<file path="config.mk">
export PLATFORM = sky130hd
export DESIGN_NAME = fifo_serial_tx
export DESIGN_NICKNAME = d
export VERILOG_FILES = /design/src/rtl/fifo_tx_defs.sv /design/src/rtl/baud_tick.sv /design/src/rtl/fifo_serial_tx.sv
export SDC_FILE = /design/constraint.sdc
export NUM_CORES = 1
export LEC_CHECK = 0
export ABC_AREA = 1
export BUFFER_PORTS_ARGS = -buffer_cell sky130_fd_sc_hd__buf_2
export CAP_MARGIN = 20
export CORE_MARGIN = 2
export CORE_UTILIZATION = 55
export DETAILED_ROUTE_END_ITERATION = 8
export HOLD_SLACK_MARGIN = 0.05
export PLACE_DENSITY = 0.89
export SLEW_MARGIN = 20
export SYNTH_ARGS = -nofsm -noshare
export SYNTH_HDL_FRONTEND = slang
export SYNTH_HIERARCHICAL = 1
export SYNTH_SLANG_ARGS = --single-unit
</file>
<file path="constraint.sdc">
create_clock -name clk -period 2.6 [get_ports clk]
set_clock_uncertainty 0.1 [all_clocks]
set_input_delay 0.26 -clock clk [delete_from_list [all_inputs] [get_ports clk]]
set_output_delay 0.26 -clock clk [all_outputs]
set_load 0.02 [all_outputs]
</file>
<file path="src/rtl/fifo_tx_defs.sv">
// Shared definitions for the FIFO serial transmitter: FSM state encoding
// and the default word width / bit period.
package fifo_tx_defs;

  // Word width of the upstream FIFO.
  localparam int DEFAULT_WIDTH        = 20;

  // Clock cycles spent on each serial bit.
  localparam int DEFAULT_CLKS_PER_BIT = 4;

  // Transmitter states. The numeric values are fixed so that the state can
  // be recognised on a probe or in a waveform without a decoder.
  typedef enum logic [2:0] {
    IDLE  = 3'd0,
    POP   = 3'd1,
    LOAD  = 3'd2,
    START = 3'd3,
    DATA  = 3'd4,
    STOP  = 3'd5
  } tx_state_t;

endpackage

</file>
<file path="src/rtl/baud_tick.sv">
// Bit-period timer: counts 0..CLKS_PER_BIT-1 and raises tick in the last
// cycle of every bit period. clear restarts the period from zero.
module baud_tick #(
  parameter int CLKS_PER_BIT = 4
) (
  input  logic clk,
  input  logic reset,
  input  logic clear,
  output logic tick
);

  localparam int            CW   = (CLKS_PER_BIT > 1) ? $clog2(CLKS_PER_BIT) : 1;
  localparam logic [CW-1:0] LAST = CW'(CLKS_PER_BIT - 1);

  logic [CW-1:0] count;

  // Period counter; wraps after the last cycle and restarts on clear.
  always_ff @(posedge clk) begin
    if (reset || clear) begin
      count <= '0;
    end else if (tick) begin
      count <= '0;
    end else begin
      count <= count + 1'b1;
    end
  end

  assign tick = (count == LAST);

endmodule

</file>
<file path="src/rtl/fifo_serial_tx.sv">
// FIFO-fed asynchronous serial transmitter. Pops one word from the FIFO,
// then sends start bit, WIDTH data bits LSB first, and a stop bit on tx.
module fifo_serial_tx
  import fifo_tx_defs::*;
#(
  parameter int WIDTH        = DEFAULT_WIDTH,
  parameter int CLKS_PER_BIT = DEFAULT_CLKS_PER_BIT
) (
  input  logic             clk,
  input  logic             reset,
  input  logic             enable,
  input  logic             empty,
  input  logic [WIDTH-1:0] data_in,
  output logic             read,
  output logic             tx,
  output logic             busy,
  output logic             frame_done
);

  localparam int            BW       = (WIDTH > 1) ? $clog2(WIDTH) : 1;
  localparam logic [BW-1:0] LAST_BIT = BW'(WIDTH - 1);

  tx_state_t        state;
  tx_state_t        state_next;
  logic [WIDTH-1:0] shift_reg;
  logic [WIDTH-1:0] shift_next;
  logic [BW-1:0]    bit_idx;
  logic [BW-1:0]    bit_idx_next;
  logic             tx_next;
  logic             tick;
  logic             baud_clear;

  // Restart the bit period whenever the FSM changes state, so every state
  // begins with a full CLKS_PER_BIT window.
  assign baud_clear = (state_next != state);

  baud_tick #(
    .CLKS_PER_BIT (CLKS_PER_BIT)
  ) u_baud_tick (
    .clk   (clk),
    .reset (reset),
    .clear (baud_clear),
    .tick  (tick)
  );

  // State, shift register, bit index and the registered serial line.
  always_ff @(posedge clk) begin
    if (reset) begin
      state     <= IDLE;
      shift_reg <= '0;
      bit_idx   <= '0;
      tx        <= 1'b1;
    end else begin
      state     <= state_next;
      shift_reg <= shift_next;
      bit_idx   <= bit_idx_next;
      tx        <= tx_next;
    end
  end

  // Next-state logic; tx_next is the line level for the cycle after the
  // edge, so the line only moves on bit boundaries.
  always_comb begin
    state_next   = state;
    shift_next   = shift_reg;
    bit_idx_next = bit_idx;
    tx_next      = tx;

    case (state)
      IDLE: begin
        tx_next = 1'b1;
        if (enable && !empty) begin
          state_next = POP;
        end
      end

      POP: begin
        state_next = LOAD;
      end

      LOAD: begin
        shift_next = data_in;
        state_next = START;
        tx_next    = 1'b0;
      end

      START: begin
        if (tick) begin
          state_next   = DATA;
          bit_idx_next = '0;
          tx_next      = shift_reg[0];
        end
      end

      DATA: begin
        if (tick) begin
          shift_next = shift_reg >> 1;
          if (bit_idx == LAST_BIT) begin
            state_next = STOP;
            tx_next    = 1'b1;
          end else begin
            bit_idx_next = bit_idx + 1'b1;
            tx_next      = shift_reg[1];
          end
        end
      end

      STOP: begin
        tx_next = 1'b1;
        if (tick) begin
          state_next = IDLE;
        end
      end

      default: begin
        state_next = IDLE;
        tx_next    = 1'b1;
      end
    endcase
  end

  assign read       = (state == POP);
  assign busy       = (state != IDLE);
  assign frame_done = (state == STOP) && tick;

endmodule
</file>
==> results of run 1 <==
cell usage in the layout (no fill, tap or decap), types with 5 or more instances in the layout:
| master | instances |
|---|---|
| nand2_1 | 89 |
| nor2_1 | 54 |
| dfxtp_1 | 31 |
| buf_2 | 27 |
| inv_1 | 16 |
| nand3_1 | 12 |
| o21ai_1 | 10 |
| o21ai_0 | 10 |
| a21oi_1 | 8 |
| nand4_1 | 5 |
| clkbuf_4 | 5 |
cell type report:
cell class	count	area [um2]	area share, %
clock buffer	6	51.30	2.865
clock inverter	2	35.03	1.957
inverter	17	63.81	3.564
multi-input combinational	196	838.3	46.82
sequential	31	620.6	34.66
tap	31	38.79	2.166
timing repair buffer	28	142.6	7.966
logic make-up after synthesis:
kind of cell               synth area share [%]
and+or+nand+nor                           41.16
DFF                                       38.81
AOI/OAI and AO/OA                         9.156
buffers and inverters                     8.763
adders and majority gates                 1.565
xor gates and xnor gates                 0.5478
worst max-delay path: stages (launching register included):
cell and delay, ns:
dfxtp_1 0.43, nand2_2 0.11, nor2_4 0.39, nand2_1 0.09, nand2_1 0.09, inv_1 0.26, nor2_1 0.18, nor2_1 0.06
stage by stage:
step / worst slack [ns] / total power, mW
after global routing: 0.5586 / 1.124
after global placement: 0.8357 / 0.6750
final: 0.7783 / 1.064
after detailed placement: 0.8122 / 0.6784
after floorplan: 1.192 / 0.6424
after CTS: 0.7823 / 1.071
power breakdown:
group / total, mW / leakage [nW] / switching, mW / internal, mW
clock: 0.395 / 0.0482 / 0.168 / 0.227
sequential: 0.532 / 0.253 / 0.0213 / 0.511
combinational: 0.138 / 0.625 / 0.0833 / 0.0543
worst max-delay path by stage:
stage	endpoint	slack [ns]	cells past startpoint
floorplan	u_baud_tick/count[0]$_SDFF_PP0_	1.19	12
global placement	shift_reg[8]$_SDFFE_PP0P_	0.84	7
detailed placement	shift_reg[1]$_SDFFE_PP0P_	0.81	7
CTS	shift_reg[1]$_SDFFE_PP0P_	0.78	7
global route	u_baud_tick/count[0]$_SDFF_PP0_	0.56	10
finish	shift_reg[1]$_SDFFE_PP0P_	0.78	7
layer usage:
layer	wire, um	vias to the layer above
met3	168	6
met5	0	-
li1	-	845
met4	55	0
met1	1589	681
met2	1506	37
==> results.toml, run 1 <==
[synth]
synth-main-ff-cell = "dfxtp_1"
yosysTopAreaCellShare_pct = 38.81
yosysTopAreaCell = "dfxtp_1"
synth_common_cells = "nand2_1, nor2_1, dfxtp_1, inv_1, nand3_1"
async_flop_share_pct = 0
avgSynthCellArea_um2 = 6.246
yosysMostFrequentCell = "nand2_1"
synth_edf_count = 0
syn_nets = 282
yosysSeqAreaShare_pct = 38.81
ys.warnings.count = 6
yosysUniqueCellTypes = 21
syn_area_mm2 = 0.001599
netlist_instances = 256
synth-seq-cells = 31
synthTopCellsByArea = "dfxtp_1, nand2_1, nor2_1"

[detailed_routing]
routed_wl_mm = 3.319
vias = 1569
ant_nets = 0
routedWlPerCell_um = 10.67
first_pass_iters = 4
drt_iter0_markers = 65
viasPerCell = 5.045
drc = 0

[clock_tree]
cts_buffers = 5
insertion_delay_ns = 0.34
clock-root-buffer = "clkbuf_4"
cts_max_path_buffers = 2
clock-sinks = 31
cts_resized = 0
h-tree-depth = 2
postCtsHoldBufs = 0
cts_tree = "built"
postCtsSetupBuffers = 0
clk_pin_slew_ns = 0.09

[floorplan]
start_util_pct = 57.99
die_area_mm2 = 0.003355
rows = 19
die_h_um = 57.92
core_area_mm2 = 0.002758
io_pins = 28
die_w_um = 57.92

[hold_path]
holdPathStages = 3
hold_path_class = "primary input to register"
hold_start = "data_in[19]"
holdPathEnd = "shift_reg[19]$_SDFFE_PP0P_"

[critical_path]
r2r_start = "state[2]$_SDFF_PP0_"
rrSetupSlack_ns = 0.78
cp-startpoint = "state[2]$_SDFF_PP0_"
timing.rr.end = "shift_reg[1]$_SDFFE_PP0P_"
path_class = "register to register"
cp_max_fo = 22
crit_required_ns = 2.73
cp-end-kind = "register"
reg2reg_depth = 7
start_kind = "register"
critPathArrivalTime_ns = 1.96

[placement]
dp_cells = 303
hpwl_mm = 2.172
numPortBuffers = 27
place_area_mm2 = 0.001704
routabilityCongestion = 0.8573

[timing]
layout_min_cycle_time_ns = 1.822
worst_hold_slack_ns = 0.1116
final.period_utilization_pct = 70.07
final_hold_viol_count = 0
tightest_slew_ns = 0.6045
fin_tns_setup_ns = 0
relSlewSlack_pct = 59.65
setup_viol = 0
slew_viol_final = 0
fmax_mhz = 548.9
rsz0062_at_grt = "no"

[finish]
largest_reg_flops = 20
nets = 305
finalNonFillerCells = 311
final_core_util_pct = 64.93
drive_gt1_share_pct = 14.29
area_delta_synth_final_pct = 11.97
fin_area_mm2 = 0.001790
num-fill-cells = 239
num_antenna_cells = 0

[grt]
grt_most_used_layer = "met2"
grt_overflow = 0
grt_util_all_layers_pct = 21.96
met1_usage_pct = 28.79
antenna_found_initial = 0
met3_usage_pct = 7.366
use_met2_pct = 33.60
first_global_vias = 1380
grt_pass1_wl_mm = 5.685
grt_max_degree = 28

[power_and_ir_drop]
power.leakage_nw = 0.9259
powerDensity_mw_per_mm2 = 594.5
ir_drop_mv = 0.4617

[status]
status = "finished clean"

[run]
drv_cap = 0
(Power assumes the default switching activity.)
==> inputs of run 2 (changes only) <==
--- a/config.mk
+++ b/config.mk
@@ -5,14 +5,14 @@
 export SDC_FILE = /design/constraint.sdc
 export NUM_CORES = 1
 export LEC_CHECK = 0
-export ABC_AREA = 1
+export ABC_AREA = 0
 export BUFFER_PORTS_ARGS = -buffer_cell sky130_fd_sc_hd__buf_2
 export CAP_MARGIN = 20
 export CORE_MARGIN = 2
-export CORE_UTILIZATION = 55
+export CORE_UTILIZATION = 54
 export DETAILED_ROUTE_END_ITERATION = 8
 export HOLD_SLACK_MARGIN = 0.05
-export PLACE_DENSITY = 0.89
+export PLACE_DENSITY = 0.88
 export SLEW_MARGIN = 20
 export SYNTH_ARGS = -nofsm -noshare
 export SYNTH_HDL_FRONTEND = slang
==> constraint.sdc (replaced) <==
create_clock -name clk -period 1.9 [get_ports clk]
set_clock_uncertainty 0.1 [all_clocks]
set_input_delay 0.19 -clock clk [delete_from_list [all_inputs] [get_ports clk]]
set_output_delay 0.19 -clock clk [all_outputs]
set_load 0.02 [all_outputs]
==> run 2 against run 1 <==
Effect of this change:
- clock-buffer cell count rose by 2
- synthesized cell count is 35% lower
- cell count decreased by 28%
- combinational power up 56%
- first-iteration DRC count fell by 48%
- wire length rose by 2.2%
- sequential power grew 36%
- via count shrank 13%
- total power is 30% higher
- utilization grew 0.23 points
==> results.toml, run 2 <==
[status]
status = "finished clean"

[detailed_routing]
drt_iter0_markers = 34
vias = 1371
met3_length_um = 173
ant_nets = 0
route.top_layer_used = "met4"
drc = 0
wl_met1_mm = 1.535
routedWlPerCell_um = 15.21
viasPerCell = 6.148
wl_met2_mm = 1.613
first_pass_iters = 5
routed_wl_mm = 3.392

[clock_tree]
cts_tree = "built"
clock-sinks = 31
cts_max_path_buffers = 2
postCtsSetupBuffers = 0
cts_buffers = 5
h-tree-depth = 2
insertion_delay_ns = 0.33
clk_pin_slew_ns = 0.10
clock-root-buffer = "clkbuf_4"

[placement]
dp_cells = 214
hpwl_mm = 2.308
numPortBuffers = 27
routabilityCongestion = 0.7499

[timing]
final.period_utilization_pct = 93.02
setup_viol = 0
fin_tns_setup_ns = 0
relSlewSlack_pct = 57.40
worst_hold_slack_ns = 0.1392
slew_viol_final = 0
layout_min_cycle_time_ns = 1.767
tightest_slew_ns = 0.6390
final_hold_viol_count = 0
rsz0062_at_grt = "no"
fmax_mhz = 565.8

[floorplan]
die_h_um = 57.99
die_w_um = 57.99
core_area_mm2 = 0.002758
io_pins = 28
rows = 19
die_area_mm2 = 0.003363
start_util_pct = 57.08

[finish]
num_antenna_cells = 0
finalNonFillerCells = 223
drive_gt1_share_pct = 29.17
nets = 217
final_common_cell = "dfxtp_1"
layout_common_cells = "dfxtp_1, buf_2, inv_1, o22ai_1, a221oi_2"
largest_reg_flops = 20
area_delta_synth_final_pct = 14.15

[grt]
grt_util_all_layers_pct = 23.11
grt_overflow = 0
antenna_found_initial = 0
grt_max_degree = 29
first_global_vias = 1355
grt_pass1_wl_mm = 5.940

[synth]
synth_common_cells = "dfxtp_1, inv_1, o22ai_1, a221oi_2, a221oi_1"
yosysSeqAreaShare_pct = 39.43
synth-main-ff-cell = "dfxtp_1"
syn_area_mm2 = 0.001574
synthTopCellsByArea = "dfxtp_1, a221oi_2, o22ai_1"
yosysMostFrequentCell = "dfxtp_1"
yosysUniqueCellTypes = 45
synth-seq-cells = 31
syn_nets = 192
async_flop_share_pct = 0
yosysTopAreaCellShare_pct = 39.43
avgSynthCellArea_um2 = 9.482
synth_edf_count = 0
yosysTopAreaCell = "dfxtp_1"
ys.warnings.count = 6
netlist_instances = 166

[power_and_ir_drop]
power.leakage_nw = 0.6982
powerDensity_mw_per_mm2 = 768.4
ir_drop_mv = 0.6185

[critical_path]
start_kind = "register"
path_class = "register to output pin"
critPathTopFamily = "simple AND/OR/NAND/NOR gates"
crit_required_ns = 1.61
critPathSlowestCell = "dfxtp_1"
cp_max_fo = 12
critPathMaxStageDelay_ns = 0.34
crit_buf_inv = 2
critical_path.cell_chain = "buf_4, nor2b_1, and3_1, buf_2"
critPathArrivalTime_ns = 1.48
cp-end-kind = "output pin"

[run]
drv_cap = 0

[hold_path]
hold_path_class = "primary input to register"
## run 2: per-layer routing
layer  vias up  GRT usage, %
met5         -             0
met4         0         11.63
met3         6         6.920
met2        33         37.82
met1       643         27.46
li1        689             -
## run 2: cell families (layout without fill, tap and decap cells)
kind of cell	after synthesis	count (layout)	share of synthesized area, %
fa+ha+maj	2	2	1.590
compound gates	59	59	31.64
simple gates	33	33	15.66
mux	2	2	1.272
buf+inv	39	65	10.41
flops	31	31	39.43
## run 2: area by class of cell
class | instances | area [um2]
fill | 213 | 960.9
inverter | 23 | 86.33
multi-input combinational | 96 | 790.8
tap | 31 | 38.79
timing repair buffer | 34 | 190.2
sequential | 31 | 621.8
clock buffer | 8 | 68.82
## run 2: what timing repair did
item | CTS | global route
hold buffers | 1 | 0
resized for setup | 0 | 2
hold endpoints to repair | 1 | 0
endpoints found under the setup margin | 0 | 12
## run 2: per-stage QoR
stage / area [um2] / util, % / setup slack, ns / power (mW)
2_1_floorplan: 1574 / - / 0.2793 / 0.8891
3_3_place_gp: 1715 / 62.21 / 0.2197 / 0.9349
3_5_place_dp: 1715 / 62.21 / 0.1061 / 0.9501
4_1_cts: 1794 / 65.06 / 0.08178 / 1.385
5_1_grt: 1797 / 65.15 / 0.05547 / 1.443
6_report: 1797 / 65.15 / 0.1327 / 1.381
## run 2: path summary, 6_finish.rpt
path	start	end	slack (ns)	cells after the start
min	data_in[9]	shift_reg[9]$_SDFFE_PP0P_	0.14	3
min reg2reg	u_baud_tick/count[0]$_SDFF_PP0_	u_baud_tick/count[0]$_SDFF_PP0_	0.36	1
max reg2reg	bit_idx[0]$_SDFFE_PP0P_	u_baud_tick/count[1]$_SDFF_PP0_	0.15	5
max	state[1]$_SDFF_PP0_	frame_done	0.13	4
## run 2: power breakdown
part	total (mW)	switching (mW)	internal, mW
registers	0.722	0.0283	0.694
clock network	0.444	0.226	0.218
logic	0.215	0.117	0.0980
## run 2: tightest hold or removal path: stages
cell,delay (ns)
buf_2,0.09
o22ai_1,0.15
a221oi_1,0.09
==> inputs of run 3 (changes only) <==
==> constraint.sdc (replaced) <==
create_clock -name clk -period 1.9 [get_ports clk]
set_clock_uncertainty 0.1 [all_clocks]
set_input_delay 0.38 -clock clk [delete_from_list [all_inputs] [get_ports clk]]
set_output_delay 0.38 -clock clk [all_outputs]
set_load 0.02 [all_outputs]
==> run 3 against run 2 <==
Effect of this change:
- worst hold slack gained 0.073 ns
- flip-flop and latch count unchanged
- combinational power hardly changed
- critical path depth did not move
- total power up 1.1%
- utilization increased by 0.27 points
- register-to-register slack better by 0.02 ns
- first-iteration DRC count increased by 21%
- clock power increased by 2%
- largest cell class unchanged
==> results.toml, run 3 (same netlist as run 2, synthesis figures left out) <==
[status]
status = "finished clean"

[timing]
final_hold_viol_count = 0
fin_ws_ns = 0.06730
fmax_mhz = 545.6
layout_min_cycle_time_ns = 1.833
tightest_slew_ns = 0.4759
setup_viol = 0
fin_tns_setup_ns = 0
slew_viol_final = 0
relSlewSlack_pct = 68.28
rsz0062_at_grt = "no"
final.period_utilization_pct = 96.46

[critical_path]
timing.rr.end = "u_baud_tick/count[0]$_SDFF_PP0_"
critPathArrivalTime_ns = 1.35
r2r_start = "bit_idx[0]$_SDFFE_PP0P_"
cp_max_fo = 12
cp-end-kind = "output pin"
reg2reg_depth = 5
path_class = "register to output pin"
start_kind = "register"
crit_required_ns = 1.42
rrSetupSlack_ns = 0.17

[grt]
grt_overflow = 0
antenna_found_initial = 0
grt_max_degree = 23
first_global_vias = 1373
grt_util_all_layers_pct = 23.62
grt_pass1_wl_mm = 6.003

[detailed_routing]
first_pass_iters = 4
viasPerCell = 6.387
drc = 0
vias = 1418
drt_iter0_markers = 41
routed_wl_mm = 3.622
ant_nets = 0
routedWlPerCell_um = 16.32

[power_and_ir_drop]
power.leakage_nw = 0.6928
total_power_mw = 1.396
power_switching_uw = 386.1
p_comb_share_pct = 15.2
ir_drop_mv = 0.7146
seq_power_share_pct = 52.3
internal-power_mw = 1.009
switching_share_pct = 27.67
clkPwrFrac_pct = 32.5
powerDensity_mw_per_mm2 = 773.5

[hold_path]
hold_start = "data_in[19]"
hold_path_class = "primary input to register"
holdPathStages = 3
holdPathEnd = "shift_reg[19]$_SDFFE_PP0P_"

[finish]
drive_gt1_share_pct = 31.94
fin_area_mm2 = 0.001804
layout_common_cells = "dfxtp_1, buf_2, inv_1, o22ai_1, a221oi_2"
area_delta_synth_final_pct = 14.63
finalNonFillerCells = 222
largest_reg_flops = 20
ff_latch_area_um2 = 625.6
num-fill-cells = 223
nets = 216
multi_input_area_um2 = 800.8
num_antenna_cells = 0

[clock_tree]
cts_buffers = 5
cts_tree = "built"
clock-root-buffer = "clkbuf_4"
insertion_delay_ns = 0.35
postCtsHoldBufs = 0
postCtsSetupBuffers = 0
clk_pin_slew_ns = 0.10
cts_max_path_buffers = 2
clock-sinks = 31
h-tree-depth = 2

[placement]
dp_cells = 214
dp_slack_ns = 0.06143
routabilityCongestion = 0.7786
numPortBuffers = 27
place_area_mm2 = 0.001715
hpwl_mm = 2.415

[floorplan]
start_util_pct = 57.08
core_area_mm2 = 0.002758
rows = 19
io_pins = 28
die_h_um = 57.99
die_w_um = 57.99
die_area_mm2 = 0.003363

[run]
drv_cap = 0
[run 3: cell types whose count changed in the layout (fill, tap and decap cells not counted), sizes merged]
cell,change
dlygate4sd3,-1
[run 3: routing by layer]
layer  wire length [um]  GRT usage (%)  share of wire (%)  up-vias
met5                  0              0                  0        -
met4                 65          11.96                1.8        0
met3                204          5.357                5.6        8
met2               1838          40.58                 51       39
met1               1514          27.46                 42      677
li1                   -              -                  -      694
[run 3: repair_timing]
action,in CTS,in global routing
gates resized for setup,4,5
pin swaps,0,0
endpoints found under the setup margin,2,20
[run 3: per-stage QoR]
step           util [%]  hold WS (ns)
3_3_place_gp      62.21        0.3180
3_5_place_dp      62.21        0.3461
2_1_floorplan         -        0.3092
4_1_cts           65.02        0.2050
6_report          65.43        0.2118
5_1_grt           65.43        0.2173
[run 3: cell type report]
cell class / count / area share (%)
Timing Repair Buffer: 33 / 10.19
Inverter: 23 / 4.785
Sequential cell: 31 / 34.67
Multi-Input combinational cell: 96 / 44.38
Tap cell: 31 / 2.150
Clock buffer: 8 / 3.814
[run 3: power groups by stage]
stage | clock (mW) | combinational [mW] | sequential [mW]
6_report | 0.453 | 0.213 | 0.730
5_1_grt | 0.478 | 0.233 | 0.735
4_1_cts | 0.459 | 0.211 | 0.727
3_5_place_dp | 0 | 0.210 | 0.741
3_3_place_gp | 0 | 0.196 | 0.737
2_1_floorplan | 0 | 0.161 | 0.728
[run 3: critical path: stages, from the launching register on]
cell,delay (ns)
dfxtp_2,0.36
ha_2,0.20
buf_6,0.14
and3_1,0.15
buf_2,0.15
[run 3: how the worst max path moves through the flow]
stage / start / to / depth (start not counted)
2_1_floorplan: u_baud_tick/count[0]$_SDFF_PP0_ / tx$_SDFFE_PP1P_ / 5
3_3_place_gp: state[1]$_SDFF_PP0_ / shift_reg[7]$_SDFFE_PP0P_ / 3
3_5_place_dp: state[1]$_SDFF_PP0_ / shift_reg[11]$_SDFFE_PP0P_ / 3
4_1_cts: u_baud_tick/count[0]$_SDFF_PP0_ / frame_done / 4
5_1_grt: u_baud_tick/count[0]$_SDFF_PP0_ / frame_done / 4
6_report: u_baud_tick/count[0]$_SDFF_PP0_ / frame_done / 4
